<file path="src/rtl/i2c_cmd_seq.sv">
// i2c_cmd_seq: FIFO-queued command sequencer driving a downstream I2C master, one command in flight.
// Optional NACK relaunch is enabled by defining I2C_SEQ_RETRY_EN.
module i2c_cmd_seq #(
    parameter int unsigned FIFO_DEPTH = 4,
    parameter int unsigned TIMEOUT    = 200000,
    parameter int unsigned MAX_RETRY  = 2
) (
    input  logic                          clk,
    input  logic                          rst,
    input  logic                          cmd_valid,
    output logic                          cmd_ready,
    input  logic [6:0]                    cmd_addr,
    input  logic                          cmd_rw,
    input  logic [7:0]                    cmd_data,
    output logic                          rsp_valid,
    input  logic                          rsp_ready,
    output logic [7:0]                    rsp_data,
    output logic [1:0]                    rsp_err,
    output logic [$clog2(FIFO_DEPTH):0]   fifo_level,
    output logic                          m_start,
    output logic [6:0]                    m_addr,
    output logic [7:0]                    m_data_in,
    output logic                          m_rw,
    input  logic                          m_busy,
    input  logic                          m_ack_error,
    input  logic [7:0]                    m_data_out
);

    localparam int unsigned AW = $clog2(FIFO_DEPTH);
    localparam int unsigned LW = AW + 1;
    localparam int unsigned TW = $clog2(TIMEOUT + 1);

    localparam logic [1:0] S_IDLE      = 2'd0;
    localparam logic [1:0] S_LAUNCH    = 2'd1;
    localparam logic [1:0] S_WAIT_DONE = 2'd2;
    localparam logic [1:0] S_RESP      = 2'd3;

    if (FIFO_DEPTH < 2 || (FIFO_DEPTH & (FIFO_DEPTH - 1)) != 0 || MAX_RETRY > 255) begin : g_param_check
        $error("i2c_cmd_seq: FIFO_DEPTH must be a power of 2 >= 2 and MAX_RETRY <= 255");
    end

    logic [15:0]   fifo_mem [FIFO_DEPTH];
    logic [LW-1:0] wr_ptr_q, wr_ptr_d, rd_ptr_q, rd_ptr_d;
    logic          cmd_ready_q, cmd_ready_d;
    logic          busy_m_q, busy_s_q;
    logic [1:0]    state_q, state_d;
    logic          m_start_q, m_start_d;
    logic [6:0]    m_addr_q, m_addr_d;
    logic          m_rw_q, m_rw_d;
    logic [7:0]    m_data_q, m_data_d;
    logic [TW-1:0] tmo_q, tmo_d;
    logic          rsp_valid_q, rsp_valid_d;
    logic [7:0]    rsp_data_q, rsp_data_d;
    logic [1:0]    rsp_err_q, rsp_err_d;
    logic          push, pop, tmo_hit;
`ifdef I2C_SEQ_RETRY_EN
    localparam int unsigned RW = (MAX_RETRY > 0) ? $clog2(MAX_RETRY + 1) : 1;
    logic [RW-1:0] retry_q, retry_d;
`endif

    // Pointer difference (with wrap bit) is the occupancy, so level tracks push/pop exactly.
    assign fifo_level = wr_ptr_q - rd_ptr_q;
    assign push       = cmd_valid && cmd_ready_q;
    assign tmo_hit    = (tmo_q == TW'(TIMEOUT - 1));

    always_comb begin
        pop         = 1'b0;
        state_d     = state_q;
        m_start_d   = m_start_q;
        m_addr_d    = m_addr_q;
        m_rw_d      = m_rw_q;
        m_data_d    = m_data_q;
        tmo_d       = tmo_q;
        rsp_valid_d = rsp_valid_q;
        rsp_data_d  = rsp_data_q;
        rsp_err_d   = rsp_err_q;
`ifdef I2C_SEQ_RETRY_EN
        retry_d     = retry_q;
`endif
        case (state_q)
            S_IDLE: begin
                if (fifo_level != '0) begin
                    pop                          = 1'b1;
                    {m_addr_d, m_rw_d, m_data_d} = fifo_mem[rd_ptr_q[AW-1:0]];
                    tmo_d                        = '0;
                    m_start_d                    = 1'b1;
                    state_d                      = S_LAUNCH;
`ifdef I2C_SEQ_RETRY_EN
                    retry_d                      = '0;
`endif
                end
            end
            S_LAUNCH, S_WAIT_DONE: begin
                tmo_d = tmo_q + TW'(1);
                if (tmo_hit) begin
                    m_start_d   = 1'b0;
                    rsp_valid_d = 1'b1;
                    rsp_data_d  = '0;
                    rsp_err_d   = 2'b10;
                    state_d     = S_RESP;
                end else if (state_q == S_LAUNCH) begin
                    if (busy_s_q) begin
                        m_start_d = 1'b0;
                        state_d   = S_WAIT_DONE;
                    end
                end else if (!busy_s_q) begin
                    rsp_valid_d = 1'b1;
                    rsp_data_d  = (m_rw_q && !m_ack_error) ? m_data_out : '0;
                    rsp_err_d   = m_ack_error ? 2'b01 : 2'b00;
                    state_d     = S_RESP;
`ifdef I2C_SEQ_RETRY_EN
                    if (m_ack_error && (retry_q < RW'(MAX_RETRY))) begin
                        rsp_valid_d = 1'b0;
                        rsp_data_d  = rsp_data_q;
                        rsp_err_d   = rsp_err_q;
                        retry_d     = retry_q + RW'(1);
                        tmo_d       = '0;
                        m_start_d   = 1'b1;
                        state_d     = S_LAUNCH;
                    end
`endif
                end
            end
            default: begin
                if (rsp_ready) begin
                    rsp_valid_d = 1'b0;
                    state_d     = S_IDLE;
                end
            end
        endcase
        wr_ptr_d    = wr_ptr_q + LW'(push);
        rd_ptr_d    = rd_ptr_q + LW'(pop);
        cmd_ready_d = (wr_ptr_d - rd_ptr_d) != LW'(FIFO_DEPTH);
    end

    always_ff @(posedge clk) begin
        if (push) fifo_mem[wr_ptr_q[AW-1:0]] <= {cmd_addr, cmd_rw, cmd_data};
    end

    always_ff @(posedge clk or posedge rst) begin
        if (rst) begin
            wr_ptr_q    <= '0;
            rd_ptr_q    <= '0;
            cmd_ready_q <= 1'b0;
            busy_m_q    <= 1'b0;
            busy_s_q    <= 1'b0;
            state_q     <= S_IDLE;
            m_start_q   <= 1'b0;
            m_addr_q    <= '0;
            m_rw_q      <= 1'b0;
            m_data_q    <= '0;
            tmo_q       <= '0;
            rsp_valid_q <= 1'b0;
            rsp_data_q  <= '0;
            rsp_err_q   <= '0;
`ifdef I2C_SEQ_RETRY_EN
            retry_q     <= '0;
`endif
        end else begin
            wr_ptr_q    <= wr_ptr_d;
            rd_ptr_q    <= rd_ptr_d;
            cmd_ready_q <= cmd_ready_d;
            busy_m_q    <= m_busy;
            busy_s_q    <= busy_m_q;
            state_q     <= state_d;
            m_start_q   <= m_start_d;
            m_addr_q    <= m_addr_d;
            m_rw_q      <= m_rw_d;
            m_data_q    <= m_data_d;
            tmo_q       <= tmo_d;
            rsp_valid_q <= rsp_valid_d;
            rsp_data_q  <= rsp_data_d;
            rsp_err_q   <= rsp_err_d;
`ifdef I2C_SEQ_RETRY_EN
            retry_q     <= retry_d;
`endif
        end
    end

    assign cmd_ready = cmd_ready_q;
    assign rsp_valid = rsp_valid_q;
    assign rsp_data  = rsp_data_q;
    assign rsp_err   = rsp_err_q;
    assign m_start   = m_start_q;
    assign m_addr    = m_addr_q;
    assign m_rw      = m_rw_q;
    assign m_data_in = m_data_q;

endmodule

</file>
<file path="config.mk">
export PLATFORM = sky130hd
export DESIGN_NAME = i2c_cmd_seq
export DESIGN_NICKNAME = d
export VERILOG_FILES = /design/src/rtl/i2c_cmd_seq.sv
export SDC_FILE = /design/constraint.sdc
export NUM_CORES = 1
export LEC_CHECK = 0
export ABC_AREA = 1
export CORE_MARGIN = 5
export CORE_UTILIZATION = 56
export DETAILED_ROUTE_END_ITERATION = 10
export GPL_TIMING_DRIVEN = 0
export PLACE_DENSITY = 0.76
export SYNTH_ARGS = -nofsm -noshare
export SYNTH_HDL_FRONTEND = slang
export SYNTH_SLANG_ARGS = --single-unit
</file>
<file path="constraint.sdc">
create_clock -name clk -period 4.2 [get_ports clk]
set_clock_uncertainty 0.05 [all_clocks]
set_input_delay 0.84 -clock clk [delete_from_list [all_inputs] [get_ports clk]]
set_output_delay 0.84 -clock clk [all_outputs]
set_load 0.005 [all_outputs]
</file>
==> metrics.md, run 1 <==
| Metric | Value |
|---|---|
| Outcome | complete, no violations |
| Postcts setup bufs | 0 |
| Pint | 3.13 mW |
| Worst-path fanout max | 10 |
| Sw frac | 38.8% |
| Vias in the first global route | 4,043 |
| Dpl ws | 802 ps |
| N_diodes | 0 |
| Drt first-iter violations | 231 |
| Max-slew headroom | 43.8% |
| Hold Vio Cnt, Final | 0 |
| Finish-stage setup viols | 0 |
| Mapped Nets | 561 |
| Critical Path Start Type | register |
| Mean Syn Cell Area | 10.3 um^2 |
| Fin worst setup slack | 816 ps |
| DR vias/cell | 5.32 |
| Leak | 2.79 nW |
| Placeable Area | 9240 um^2 |
| Clock Latency Late Sink | 520 ps |
| IO buf count | 61 |
| Chip height | 107 um |
| Tot Pwr | 5.11 mW |
| Hold WC Path Type | register to register |
| Post-CTS sizing | 0 |
| WL per Instance | 15.8 um |
| Number of fillers in the final layout | 633 |
| Cell variety after synth | 29 |
| Grt total ovfl | 0 |
| Die ar. | 11,500 um^2 |
| CTS max path bufs | 2 |
| Min Tclk post-route | 3380 ps |
| Die width | 107 um |
| Worst Path Required | 4550 ps |
| Final net count | 646 |
| CTS root buffer | clkbuf_8 |
| CTS Buf Count | 17 |
| Slew at the pin with the worst max-slew slack | 838 ps |
| Initial antenna violation count | 0 |
| Ys Warns | 0 |
| Max Transition Viols Final | 0 |
| Post-Synthesis Cells | 518 |
| RD Place Congestion | 0.835 |
| Largest net degree at the start of global routing | 39 |
| Reg area | 3350 um^2 |
| Setup tns final | 0 ps |
| # Max-Cap Violations | 0 |
| CTS clk-pin slew, worst paths | 60 ps |
| Cell Rows | 35 |
| Pwr per Cell Area | 760 nW/um^2 |
| Area delta synth->final | 26.6% |
| Crit Path Class | register to register |
| Starting Density | 57.5% |
| Logic gate share of total power | 40.0% |
| Commonest non-fill, non-tap cell in the layout | nor2_1 |
| First-pass GRT wire length | 19.2 mm |
| CTS sink cnt | 121 |
| Yosys reg bits | 121 |
| Hold-fix buffers, CTS | 0 |
| RSZ-0062 raised after global routing | no |
| Worst Path Arrival | 3730 ps |
| Post-synthesis sequential area ratio | 63.0% |
| Commonest non-fill, non-tap cells in the layout | nor2_1, nand2_1, edfxtp_1, clkdlybuf4s50_1, dfrtp_1 |
| Ports | 62 |
| Max VDD drop | 0.370 mV |
| Final Util | 72.8% |
| H-Tree Depth | 4 |
| Post-Synthesis Cell Area | 5310 um^2 |
| Hold WS | 298 ps |
| Fmax | 296 MHz |
| DP Wirelength | 7.91 mm |
| Worst Setup End Kind | register |
| Vias post-DR | 3,960 |
| Clock power frac | 26.5% |
| Seq pwr share | 33.5% |
| Area occupied by multi-input gates | 1760 um^2 |
| Total iterations of the first detailed-routing run | 5 |
| Routed Antenna Nets | 0 |
| Remaining DRCs | 0 |
| P_sw | 1.98 mW |
| Final period utilization | 80.6% |
| Share of layout cells above drive strength 1 | 12.3% |
| Total Routing Usage GR | 21.8% |
| CTS tree | built |
| Aggregate routed wire length | 11.8 mm |
## synthesized netlist by cell type
cell      count  area (um^2)
clkbuf_1      9         33.8
ha_1         12          150
xor2_1        8         70.1
nand2_1      81          304
inv_1        33          124
nor2_4        1         11.3
buf_2         8         40.0
o21ai_2       9         78.8
nor2_2        3         18.8
buf_4         1         7.51
dfrtp_1      57         1430
a31oi_1      16          100
o21ai_4       1         16.3
fa_1          1         20.0
nand2_2       5         31.3
a21oi_1       5         25.0
nand3b_1      1         7.51
nand4_1      16          100
nor3_1        6         30.0
inv_2         2         7.51
nand3_1      21          105
nand2_4       2         22.5
nor2_1      110          413
buf_6         1         11.3
buf_1         1         3.75
nand3_2       1         10.0
o21ai_0      41          205
edfxtp_1     64         1920
xnor2_1       2         17.5
## cell type report
type                            instances  share of cell area [%]
Timing Repair Buffer                   66                    10.0
Inverter                               35                    1.95
Buffer                                 20                    1.43
Sequential cell                       121                    49.8
Tap cell                              129                    2.40
Clock buffer                           17                    6.16
Clock inverter                         15                    2.08
Multi-Input combinational cell        342                    26.1
## worst max-delay path, cell delays in order, from the launching register on
cell and delay, ps:
dfrtp_1 420, inv_1 120, ha_1 230, fa_1 500, nand2_1 50, nand3b_1 200
nand2_2 120, inv_2 80, buf_2 220, ha_1 220, ha_1 300, inv_1 50
ha_1 300, a21oi_1 180, xnor2_1 140, nand3_1 80
## cells by family after synthesis
logic type | after synthesis | synth area share [%]
adders and majority gates | 13 | 3.20
buffers and inverters | 55 | 4.29
and+or+nand+nor | 247 | 19.8
DFF | 121 | 63.0
AOI/OAI and AO/OA | 72 | 8.01
xor gates and xnor gates | 10 | 1.65
## power by group through the flow
stage / logic, mW / registers [mW] / clock network (mW)
final: 2.04 / 1.71 / 1.36
after global routing: 2.28 / 1.74 / 1.43
after CTS: 2.06 / 1.71 / 1.37
after detailed placement: 2.04 / 1.73 / 0
after global placement: 1.93 / 1.73 / 0
after floorplan: 1.24 / 1.71 / 0
## routing by layer
metal	GRT usage [%]	vias up	wire length [um]
li1	-	1923	-
met1	25.6	1867	4620
met2	37.8	144	6120
met3	5.76	26	785
met4	9.02	0	231
met5	0	-	0
## registers in the layout (all words and copies together) (netlist names)
name,count
busy_m_q,1
tmo_q,18
wr_ptr_q,3
rsp_valid,1
m_rw,1
busy_s_q,1
m_data_in,8
rd_ptr_q,3
rsp_data,8
rsp_err,2
m_start,1
fifo_mem,64
state_q,2
cmd_ready,1
m_addr,7
## worst paths after layout
path                        startpoint           end  slack (ps)  cells after the start
max in group asynchronous          rst  m_data_in[6]        2940                      3
min                           busy_m_q      busy_s_q         300                      0
max                        wr_ptr_q[0]     cmd_ready         820                     15
max reg2reg                wr_ptr_q[0]     cmd_ready         820                     15
min in group asynchronous          rst   rsp_data[3]         600                      2
min reg2reg                   busy_m_q      busy_s_q         300                      0
## through the flow
stage                     cell area (um^2)  std cells
final                                 6720        745
after global routing                  6720        745
after CTS                             6720        745
after detailed placement              6170        713
after global placement                6080        708
after floorplan                       5310        518
Note: power is estimated with default switching activity, not from simulation.
==> run 2: changes to the inputs <==
Clock period 4.2 ns to 3.3 ns, I/O delays scaled along.
==> run 2 against run 1 <==
Compared with the run above:
- wire length shrank 0.34%
- via count grew 0.33%
- first-iteration DRC count shrank 11%
- critical path depth is 1 lower
- cell area hardly changed
- die area unchanged
- count of clock-buffer cells in the layout is the same
- total power grew 27%
- worst hold slack got worse by 5.2 ps
- utilization increased by 0.054 points
- sequential share of layout area barely moved
- largest cell class unchanged
==> metrics.md, run 2 (synthesized netlist as in run 1, its figures left out) <==
| Metric | Value |
|---|---|
| Design Area, Final | 6730 um^2 (about the same) |
| Max stage delay on crit path | 500 ps (about the same) |
| Sw frac | 38.7% (-0.078 points) |
| First-pass GRT wire length | 19.2 mm (-0.18%) |
| Total iterations of the first detailed-routing run | 5 (unchanged) |
| H-Tree Depth | 4 (unchanged) |
| Total Routing Usage GR | 21.7% (-0.075 points) |
| Drt first-iter violations | 206 (-11%) |
| Hold Vio Cnt, Final | 0 (unchanged) |
| Max Transition Viols Final | 0 (unchanged) |
| Final period utilization | 93.3% (+13 points) |
| Vias post-DR | 3,973 (+0.33%) |
| Pwr per Cell Area | 966 nW/um^2 (+27%) |
| Fmax | 325 MHz (+9.9%) |
| Clock power frac | 26.5% (about the same) |
| Finish-stage setup viols | 0 (unchanged) |
| DR vias/cell | 5.33 (+0.33%) |
| RD Place Congestion | 0.835 (unchanged) |
| Final Util | 72.8% (about the same) |
| Min Tclk post-route | 3080 ps (-305 ps) |
| Largest net degree at the start of global routing | 39 (unchanged) |
| Chip height | 107 um (unchanged) |
| CP Buf/Inv Count | 3 (-1) |
| CTS tree | built |
| Hold WC Path Type | register to register |
| CTS Buf Count | 17 (unchanged) |
| Share of layout cells above drive strength 1 | 12.3% (unchanged) |
| Placeable Area | 9240 um^2 (unchanged) |
| Hold WS | 293 ps (-5.21 ps) |
| Worst Path Required | 3650 ps (-900 ps) |
| Commonest non-fill, non-tap cell in the layout | nor2_1 |
| P_sw | 2.52 mW (+27%) |
| Initial antenna violation count | 0 (unchanged) |
| Outcome | complete, no violations |
| Final net count | 646 (unchanged) |
| Leak | 2.79 nW (about the same) |
| # Max-Cap Violations | 0 (unchanged) |
| N_diodes | 0 (unchanged) |
| CTS clk-pin slew, worst paths | 60 ps (about the same) |
| Critical path's slowest cell | fa_1 |
| Commonest non-fill, non-tap cells in the layout | nor2_1, nand2_1, edfxtp_1, clkdlybuf4s50_1, dfrtp_1 |
| Crit Path Class | register to register |
| Aggregate routed wire length | 11.7 mm (-0.34%) |
| Die ar. | 11,500 um^2 (unchanged) |
| Routed Antenna Nets | 0 (unchanged) |
| Dpl ws | -98.4 ps (-900 ps) |
| Max VDD drop | 0.472 mV (+28%) |
| CP delay by family, top | adder cells |
| Pint | 3.99 mW (+27%) |
| Max FFs per register | 64 (unchanged) |
| CP cell instances | inv_1 > ha_1 > fa_1 > nand2_1 > nand3b_1 > nand2_2 > inv_4 > ha_1 > ha_1 > inv_1 > ha_1 > a21oi_1 > xnor2_1 > nand3_1 |
| Worst Setup End Kind | register |
| Starting Density | 57.5% (unchanged) |
| RSZ-0062 raised after global routing | no |
| Number of fillers in the final layout | 629 (-0.63%) |
| Grt total ovfl | 0 (unchanged) |
| R2r setup slk | 220 ps (-600 ps) |
| Ports | 62 (unchanged) |
| Die width | 107 um (unchanged) |
| DP Area | 6170 um^2 (unchanged) |
| Max-slew headroom | 43.1% (-0.76 points) |
| Worst Path Arrival | 3430 ps (-300 ps) |
| DP Wirelength | 7.91 mm (unchanged) |
| Area delta synth->final | 26.7% (about the same) |
| Clock Latency Late Sink | 520 ps (about the same) |
| Most used cell along the critical path | ha_1 |
| Critical Path Start Type | register |
| CTS root buffer | clkbuf_8 |
| Logic gate share of total power | 40.1% (about the same) |
| CTS max path bufs | 2 (unchanged) |
| WL per Instance | 15.7 um (-0.34%) |
| CTS sink cnt | 121 (unchanged) |
| Cell Rows | 35 (unchanged) |
| Vias in the first global route | 4,061 (+0.45%) |
| IO buf count | 61 (unchanged) |
| Remaining DRCs | 0 (unchanged) |
| Slew at the pin with the worst max-slew slack | 850 ps (+11.4 ps) |
| Fin worst setup slack | 221 ps (-595 ps) |
| Worst-path fanout max | 16 (+6) |
| Seq pwr share | 33.4% (about the same) |
==> run 2: cell counts in the layout (fill, tap and decap cells not counted) <==
No cell type changed its count.
==> run 2: power by group through the flow <==
stage | clock network [mW] | registers, mW | logic (mW)
floorplan | 0 | 2.18 | 1.58
global placement | 0 | 2.20 | 2.46
detailed placement | 0 | 2.21 | 2.59
CTS | 1.74 | 2.18 | 2.63
global route | 1.82 | 2.21 | 2.91
finish | 1.72 | 2.17 | 2.61
==> run 2: final timing paths <==
| check | from | to | cells past startpoint |
|---|---|---|---|
| max | wr_ptr_q[0] | cmd_ready | 14 |
| min | busy_m_q | busy_s_q | 0 |
| max reg2reg | wr_ptr_q[0] | cmd_ready | 14 |
| min reg2reg | busy_m_q | busy_s_q | 0 |
| max in group asynchronous | rst | m_data_in[6] | 3 |
| min in group asynchronous | rst | rsp_data[3] | 2 |
==> run 2: cell type report <==
| cell class | instances | area, um^2 | area share [%] |
|---|---|---|---|
| well taps | 129 | 161 | 2.40 |
| plain buffers | 19 | 91.3 | 1.36 |
| repair buffers | 67 | 683 | 10.2 |
| inverters | 35 | 134 | 1.99 |
| flip-flops and latches | 121 | 3350 | 49.8 |
| clock buffers | 17 | 414 | 6.15 |
| clock inverters | 15 | 140 | 2.08 |
| multi-input cells | 342 | 1760 | 26.1 |
==> run 2: routing by layer <==
layer / share of wire [%] / up-vias / GRT usage [%]
met5: 0 / - / 0
met4: 2.0 / 0 / 8.93
li1: - / 1924 / -
met2: 52 / 143 / 37.7
met3: 6.5 / 22 / 5.94
met1: 40 / 1884 / 25.4
==> run 2: per-stage QoR <==
step / power (mW) / std cells / TNS, ps
2_1_floorplan: 3.75 / 518 / 0
3_3_place_gp: 4.66 / 708 / -20960
3_5_place_dp: 4.80 / 713 / -98.4
4_1_cts: 6.55 / 745 / 0
5_1_grt: 6.95 / 745 / 0
6_report: 6.50 / 745 / 0
==> run 2: repair_timing <==
item | 4_1_cts | 5_1_grt
hold buffers | 0 | 0
resized for setup | 0 | 2
endpoints found under the hold margin | 0 | 0
pin swaps | 0 | 0
setup endpoints to repair | 1 | 1
buffers inserted | 1 | 0
